==> src/rtl/mat_pkg.sv <==
// rtl/mat_pkg.sv - shared constants and state encoding for the matrix blocks
package mat_pkg;

    localparam int MAT_DATA_W = 18;
    localparam int MAT_ADDR_W = 5;
    localparam int MAT_N_ELEM = 9;

    typedef enum logic [1:0] {
        ST_IDLE = 2'd0,
        ST_LOAD = 2'd1,
        ST_DUMP = 2'd2,
        ST_DONE = 2'd3
    } state_t;

endpackage

==> src/rtl/mat3_mem_sequencer.sv <==
// rtl/mat3_mem_sequencer.sv - loads or dumps one 3x3 matrix between a stream and the matrix memory
module mat3_mem_sequencer
    import mat_pkg::*;
#(
    parameter int DATA_W    = MAT_DATA_W,
    parameter int ADDR_W    = MAT_ADDR_W,
    parameter int N_ELEM    = MAT_N_ELEM,
    parameter int BASE_ADDR = 0
) (
    input  logic              clk,
    input  logic              rst,
    input  logic              cmd_start,
    input  logic              cmd_write,
    output logic              busy,
    output logic              done,
    input  logic [DATA_W-1:0] s_data,
    input  logic              s_valid,
    output logic              s_ready,
    output logic [DATA_W-1:0] m_data,
    output logic              m_valid,
    input  logic              m_ready,
    output logic [ADDR_W-1:0] mem_addr,
    output logic [DATA_W-1:0] mem_wdata,
    output logic              mem_we,
    output logic              mem_re,
    input  logic [DATA_W-1:0] mem_rdata
);

    localparam int IDX_W = $clog2(N_ELEM + 1);
    localparam logic [ADDR_W-1:0] BASE = ADDR_W'(BASE_ADDR);
    localparam logic [IDX_W-1:0]  LAST = IDX_W'(N_ELEM - 1);
    localparam logic [IDX_W-1:0]  FULL = IDX_W'(N_ELEM);

    // The memory only holds meaningful data in words 0..8.
    if (BASE_ADDR < 0 || BASE_ADDR + N_ELEM - 1 > 8 || BASE_ADDR + N_ELEM > (1 << ADDR_W)) begin : g_param_check
        $error("mat3_mem_sequencer: BASE_ADDR + N_ELEM - 1 must lie within words 0..8");
    end

    state_t            state, state_nxt;
    logic [IDX_W-1:0]  idx, idx_nxt;
    logic [DATA_W-1:0] m_data_nxt;
    logic              m_valid_nxt;
    logic [ADDR_W-1:0] cur_addr;

    assign cur_addr  = BASE + ADDR_W'(idx);
    assign busy      = (state != ST_IDLE);
    assign mem_wdata = s_data;

    always_ff @(posedge clk or posedge rst) begin
        if (rst) begin
            state   <= ST_IDLE;
            idx     <= '0;
            m_data  <= '0;
            m_valid <= 1'b0;
        end else begin
            state   <= state_nxt;
            idx     <= idx_nxt;
            m_data  <= m_data_nxt;
            m_valid <= m_valid_nxt;
        end
    end

    always_comb begin
        state_nxt   = state;
        idx_nxt     = idx;
        m_data_nxt  = m_data;
        m_valid_nxt = m_valid;
        s_ready     = 1'b0;
        mem_we      = 1'b0;
        mem_re      = 1'b0;
        mem_addr    = BASE;
        done        = 1'b0;

        case (state)
            ST_IDLE: begin
                if (cmd_start) begin
                    idx_nxt   = '0;
                    state_nxt = cmd_write ? ST_LOAD : ST_DUMP;
                end
            end
            ST_LOAD: begin
                s_ready  = 1'b1;
                mem_we   = s_valid;
                mem_addr = cur_addr;
                if (s_valid) begin
                    idx_nxt = idx + 1'b1;
                    if (idx == LAST) state_nxt = ST_DONE;
                end
            end
            ST_DUMP: begin
                mem_re   = 1'b1;
                mem_addr = cur_addr;
                if (m_valid && m_ready) m_valid_nxt = 1'b0;
                // Refill in the same cycle the held beat leaves, so no bubble follows a stall.
                if (idx < FULL && (!m_valid || m_ready)) begin
                    m_data_nxt  = mem_rdata;
                    m_valid_nxt = 1'b1;
                    idx_nxt     = idx + 1'b1;
                end
                if (idx == FULL && m_valid && m_ready) state_nxt = ST_DONE;
            end
            ST_DONE: begin
                done      = 1'b1;
                state_nxt = ST_IDLE;
            end
            default: state_nxt = ST_IDLE;
        endcase
    end

endmodule

==> config.mk <==
export PLATFORM = sky130hd
export DESIGN_NAME = mat3_mem_sequencer
export DESIGN_NICKNAME = d
export VERILOG_FILES = /design/src/rtl/mat_pkg.sv /design/src/rtl/mat3_mem_sequencer.sv
export SDC_FILE = /design/constraint.sdc
export NUM_CORES = 1
export LEC_CHECK = 0
export ABC_AREA = 0
export CAP_MARGIN = 20
export CORE_AREA = 2 2 63 77
export CTS_CLUSTER_SIZE = 24
export DETAILED_ROUTE_END_ITERATION = 8
export DIE_AREA = 0 0 65 79
export GPL_ROUTABILITY_DRIVEN = 0
export PLACE_DENSITY = 0.74
export SLEW_MARGIN = 5
export SYNTH_ARGS = -nofsm -noshare
export SYNTH_HDL_FRONTEND = slang
export SYNTH_SLANG_ARGS = --single-unit
==> constraint.sdc <==
create_clock -name clk -period 2 [get_ports clk]
set_input_delay 0.6 -clock clk [delete_from_list [all_inputs] [get_ports clk]]
set_output_delay 0.6 -clock clk [all_outputs]
set_load 0.005 [all_outputs]
==> Word-level counts from Yosys, hierarchy flattened <==
Cells that the tools add are included.
Widths: inputs -> output; s select.
{ "word_totals": {"reg_bits": 25, "inputBits": 42} }
{ "classes": {"add_sub_neg": 1, "magnitude_cmp": 1, "n_eq_ne": 10, "mux": 17, "reduce_logical": 15} }
{ "ops": {"columns": ["op", "n"], "rows": [
  ["$mux 4", 4],
  ["$pmux 4 s3", 1],
  ["$mux 2", 5],
  ["$ne 2x2->1 const B", 5],
  ["$eq 4x4->1 const B", 2],
  ["$pmux 2 s4", 1],
  ["$reduce_and 4->1", 2],
  ["$mux 1", 6],
  ["$add 4x1->4 const B", 1],
  ["$eq 2x2->1 const B", 2],
  ["$logic_and 1x1->1", 4],
  ["$lt 4x4->1 const B", 1],
  ["$reduce_and 2->1", 2],
  ["$reduce_bool 2->1", 2],
  ["$reduce_bool 3->1", 1],
  ["$eq 2x1->1 const B", 1],
  ["$logic_not 2->1", 1],
  ["$reduce_or 2->1", 1],
  ["$logic_not 1->1", 1],
  ["$logic_or 1x1->1", 1]
]} }

==> Depth between registers and ports, before layout <==
{ "logic_depth": {"ltp_word": 5, "depth_mapped": 7, "ltp_nobuf": 6} }

==> Least setup slack after synthesis <==
Ideal clock, no wire load.
{ "synth_path": {"path_kind": "flip-flop to output port", "start": "reg state[0]", "end": "out mem_addr[3]", "t_arrival_ns": 1.095, "required_ns": 1.400, "slack_ns": 0.305, "stages_incl_launch_ff": 5, "n_path_buf": 1, "cell_sequence": "dfrtp_1 inv_1 ha_1 clkbuf_1 and2_1"} }
{ "synth_via": {"elab_chain_len": 3, "elab_cells_between_ends": 4, "classes_between": "eq/ne: 2; mux: 1; reduce/logical: 1"} }
{ "synth_lines": {"columns": ["item", "line_no", "text"], "rows": [
  ["start, declared", "mat3_mem_sequencer.sv:39", "state_t state, state_nxt;"],
  ["start signal, assigned", "mat3_mem_sequencer.sv:56", "state <= state_nxt;"],
  ["$eq 2x2->1 or $eq 2x1->1 (tied branches)", "mat3_mem_sequencer.sv:74", "case (state)"],
  ["$reduce_or 2->1 (no line) (*)", null, null],
  ["$mux 4 (*)", "mat3_mem_sequencer.sv:74", null],
  ["end, declared", "mat3_mem_sequencer.sv:22", "output logic [ADDR_W-1:0] mem_addr,"]
]} }
Mark *: on every way between the ends. The rest lies on a longest branch, timed or not.

==> Worst setup path in the final report <==
{ "layout_path": {"start": "reg state[0]", "end": "out mem_addr[0]"} }
Same word-level chain as after synthesis.

==> flow_summary.json <==
{
  "crit_path_start": "state[0]",
  "die_area_mm2": 0.00514,
  "overflow": 0,
  "ys.flop_type": "dfrtp_1",
  "max_cap_viol_count": 0,
  "start_util_pct": 32.1,
  "cts_tree": "yes",
  "fin_area_mm2": 0.00200,
  "area_growth_pct": 40.7,
  "synth_edf_count": 0,
  "worst_r2r_path_depth": 6,
  "finalNetCount": 216,
  "postSynthAreaPerCell_um2": 11.9,
  "drtIter0Drc": 37,
  "grt_max_degree": 26,
  "r2r_start": "idx[0]",
  "cpPeakStageDelay_ns": 0.39,
  "arrival_ns": 1.31,
  "fp.dieH_um": 79,
  "drtPass1Iterations": 4,
  "drt_wl_total_um": 2750,
  "yosysMostFrequentCell": "dfrtp_1",
  "rows": 27,
  "timing_hold_violations_final": 0,
  "setup_viol": 0,
  "core_mm2": 0.00443,
  "min_to": "m_data[16]",
  "yosys-top-cells-count": "25 x dfrtp_1, 19 x buf_4, 10 x inv_1, 10 x mux2_4",
  "num_antenna_cells": 0,
  "hold_depth": 1,
  "fill_cells": 416,
  "ir_drop_v": 0.000578,
  "start_kind": "flop",
  "syn_area_mm2": 0.00142,
  "grt_pass1_wl_um": 4930,
  "final_util_pct": 45.2,
  "yosysTopAreaCell": "dfrtp_1",
  "port_buffers": 51,
  "clock_sinks": 25,
  "place_area_mm2": 0.00193,
  "synth_top_area_share_pct": 44.1,
  "finClkSkew_ns": 0.00422,
  "synth_area_leaders": "dfrtp_1 44%, mux2_4 11%, buf_4 10%, ha_1 7.0%, mux2_2 6.3%",
  "ys_ff_latch": 25,
  "yosysUniqueCellTypes": 29,
  "track_usage_pct": 11.9,
  "ant_nets": 0,
  "crit_type": "reg -> out",
  "viasPerCell": 4.36,
  "path_cells": "inv_2, ha_4, and2_1, clkdlybuf4s15_1",
  "root_buffer": "clkbuf_8",
  "hold_slack_ns": 0.512,
  "outcome": "finished, final reports clean",
  "crit_fanout": 6,
  "grt_pass1_vias": 1056,
  "fin_crit_ns": 1.91,
  "critPathSlowestCell": "dfrtp_1",
  "pin_count": 89,
  "cts.path.max_buffers": 2,
  "synthArstFlopShare_pct": 100,
  "maxSlewViolCount": 0,
  "die_x_um": 65,
  "antenna_found_initial": 0,
  "vias": 973,
  "layout_setup_ws_ns": 0.0857,
  "leakage_nw": 0.896,
  "power_density_mw_per_mm2": 1620,
  "ys_seq_area_share_pct": 44.1,
  "remaining_drc_errors": 0,
  "dp_hpwl_um": 2080,
  "yosys_warnings": 0,
  "timing.fmax_mhz": 522,
  "synth_cells": 119,
  "synth_fp_nets": 169,
  "path_clk_slew_ns": 0.08,
  "cts_inserted_buffers": 3,
  "regToRegSetupSlack_ns": 0.18,
  "timing.final.crit_share_pct": 95.7,
  "critPathCaptureType": "output port",
  "clk_latency_ns": 0.26,
  "hp-start": "m_data[16]",
  "worstHoldPathType": "reg -> reg",
  "drive_gt1_share_pct": 26.1,
  "rsz0062_at_grt": "no",
  "r2r_end": "m_data[3]",
  "critPathRequiredTime_ns": 1.40,
  "htree_levels": 1,
  "routedWlPerCell_um": 12.3,
  "place_ws_ns": -0.280
}
[worst max-delay path by stage]
stage                       end  slack [ns]  cells past startpoint
floorplan           mem_addr[3]        0.31                      4
global placement         mem_we       -0.28                      3
detailed placement       mem_we       -0.28                      3
CTS                 mem_addr[2]       0.009                      4
global route        mem_addr[0]       0.002                      4
finish              mem_addr[0]        0.09                      4
[what timing repair did]
| item | in CTS | in global routing |
|---|---|---|
| setup endpoints to repair | 9 | 7 |
| setup buffers | 1 | 0 |
| cloned | 0 | 0 |
| pin swaps | 1 | 1 |
| resized for setup | 16 | 8 |
| hold buffers | 0 | 0 |
[critical path, delay by kind of cell (launching register included)]
family | cells | cell delay, ns
fa+ha+maj | 1 | 0.22
buf+inv | 2 | 0.29
flops | 1 | 0.39
simple gates | 1 | 0.16
[power breakdown]
part | switching (W) | internal [W]
sequential | 0.000161 | 0.000772
combinational | 0.000733 | 0.00128
clock | 0.000153 | 0.000139
[sequential cells by signal, indices dropped and copies added, names as in the netlist]
| register | count |
|---|---|
| m_valid | 1 |
| m_data | 18 |
| state | 2 |
| idx | 4 |
[per-layer routing]
| layer | up-vias | part of all wire (%) | global-route usage, % |
|---|---|---|---|
| met5 | - | 0 | 0 |
| met4 | 0 | 0.51 | 3.83 |
| met3 | 4 | 6.1 | 1.84 |
| met2 | 25 | 51 | 20.4 |
| met1 | 471 | 43 | 15.3 |
| li1 | 473 | - | - |
[layout by cell type (no fill, tap or decap), types with 3 or more instances in the layout]
master,n
dlygate4sd2_1,4
mux2i_1,4
and2_1,4
clkdlybuf4s15_1,3
ha_1,6
clkbuf_8,3
mux2_2,8
clkdlybuf4s50_1,42
mux2_4,10
buf_4,12
inv_1,8
nand2_1,8
dfrtp_1,25
[area by class of cell]
class / instances / area (um^2) / share of cell area [%]
clock buffer: 3 / 41.3 / 2.07
inverter: 10 / 37.5 / 1.88
clock inverter: 1 / 5.00 / 0.250
timing repair buffer: 64 / 606 / 30.3
sequential: 25 / 626 / 31.3
tap: 58 / 72.6 / 3.63
multi-input combinational: 62 / 611 / 30.6
[per-stage QoR]
stage               cells  total power [W]  TNS (ns)
global placement      218          0.00288     -2.07
CTS                   223          0.00325         0
detailed placement    218          0.00291     -2.11
finish                223          0.00323         0
floorplan             119          0.00200         0
global route          223          0.00354         0
[cell families after synthesis]
family,count (synthesis),synth area share (%)
buffers and inverters,32,15.2
DFF,25,44.1
muxes,22,19.7
and+or+nand+nor,19,6.87
AOI/OAI and AO/OA,12,6.87
adders and majority gates,8,7.05
other,1,0.264
No activity file was read; power rests on OpenSTA's default activity.
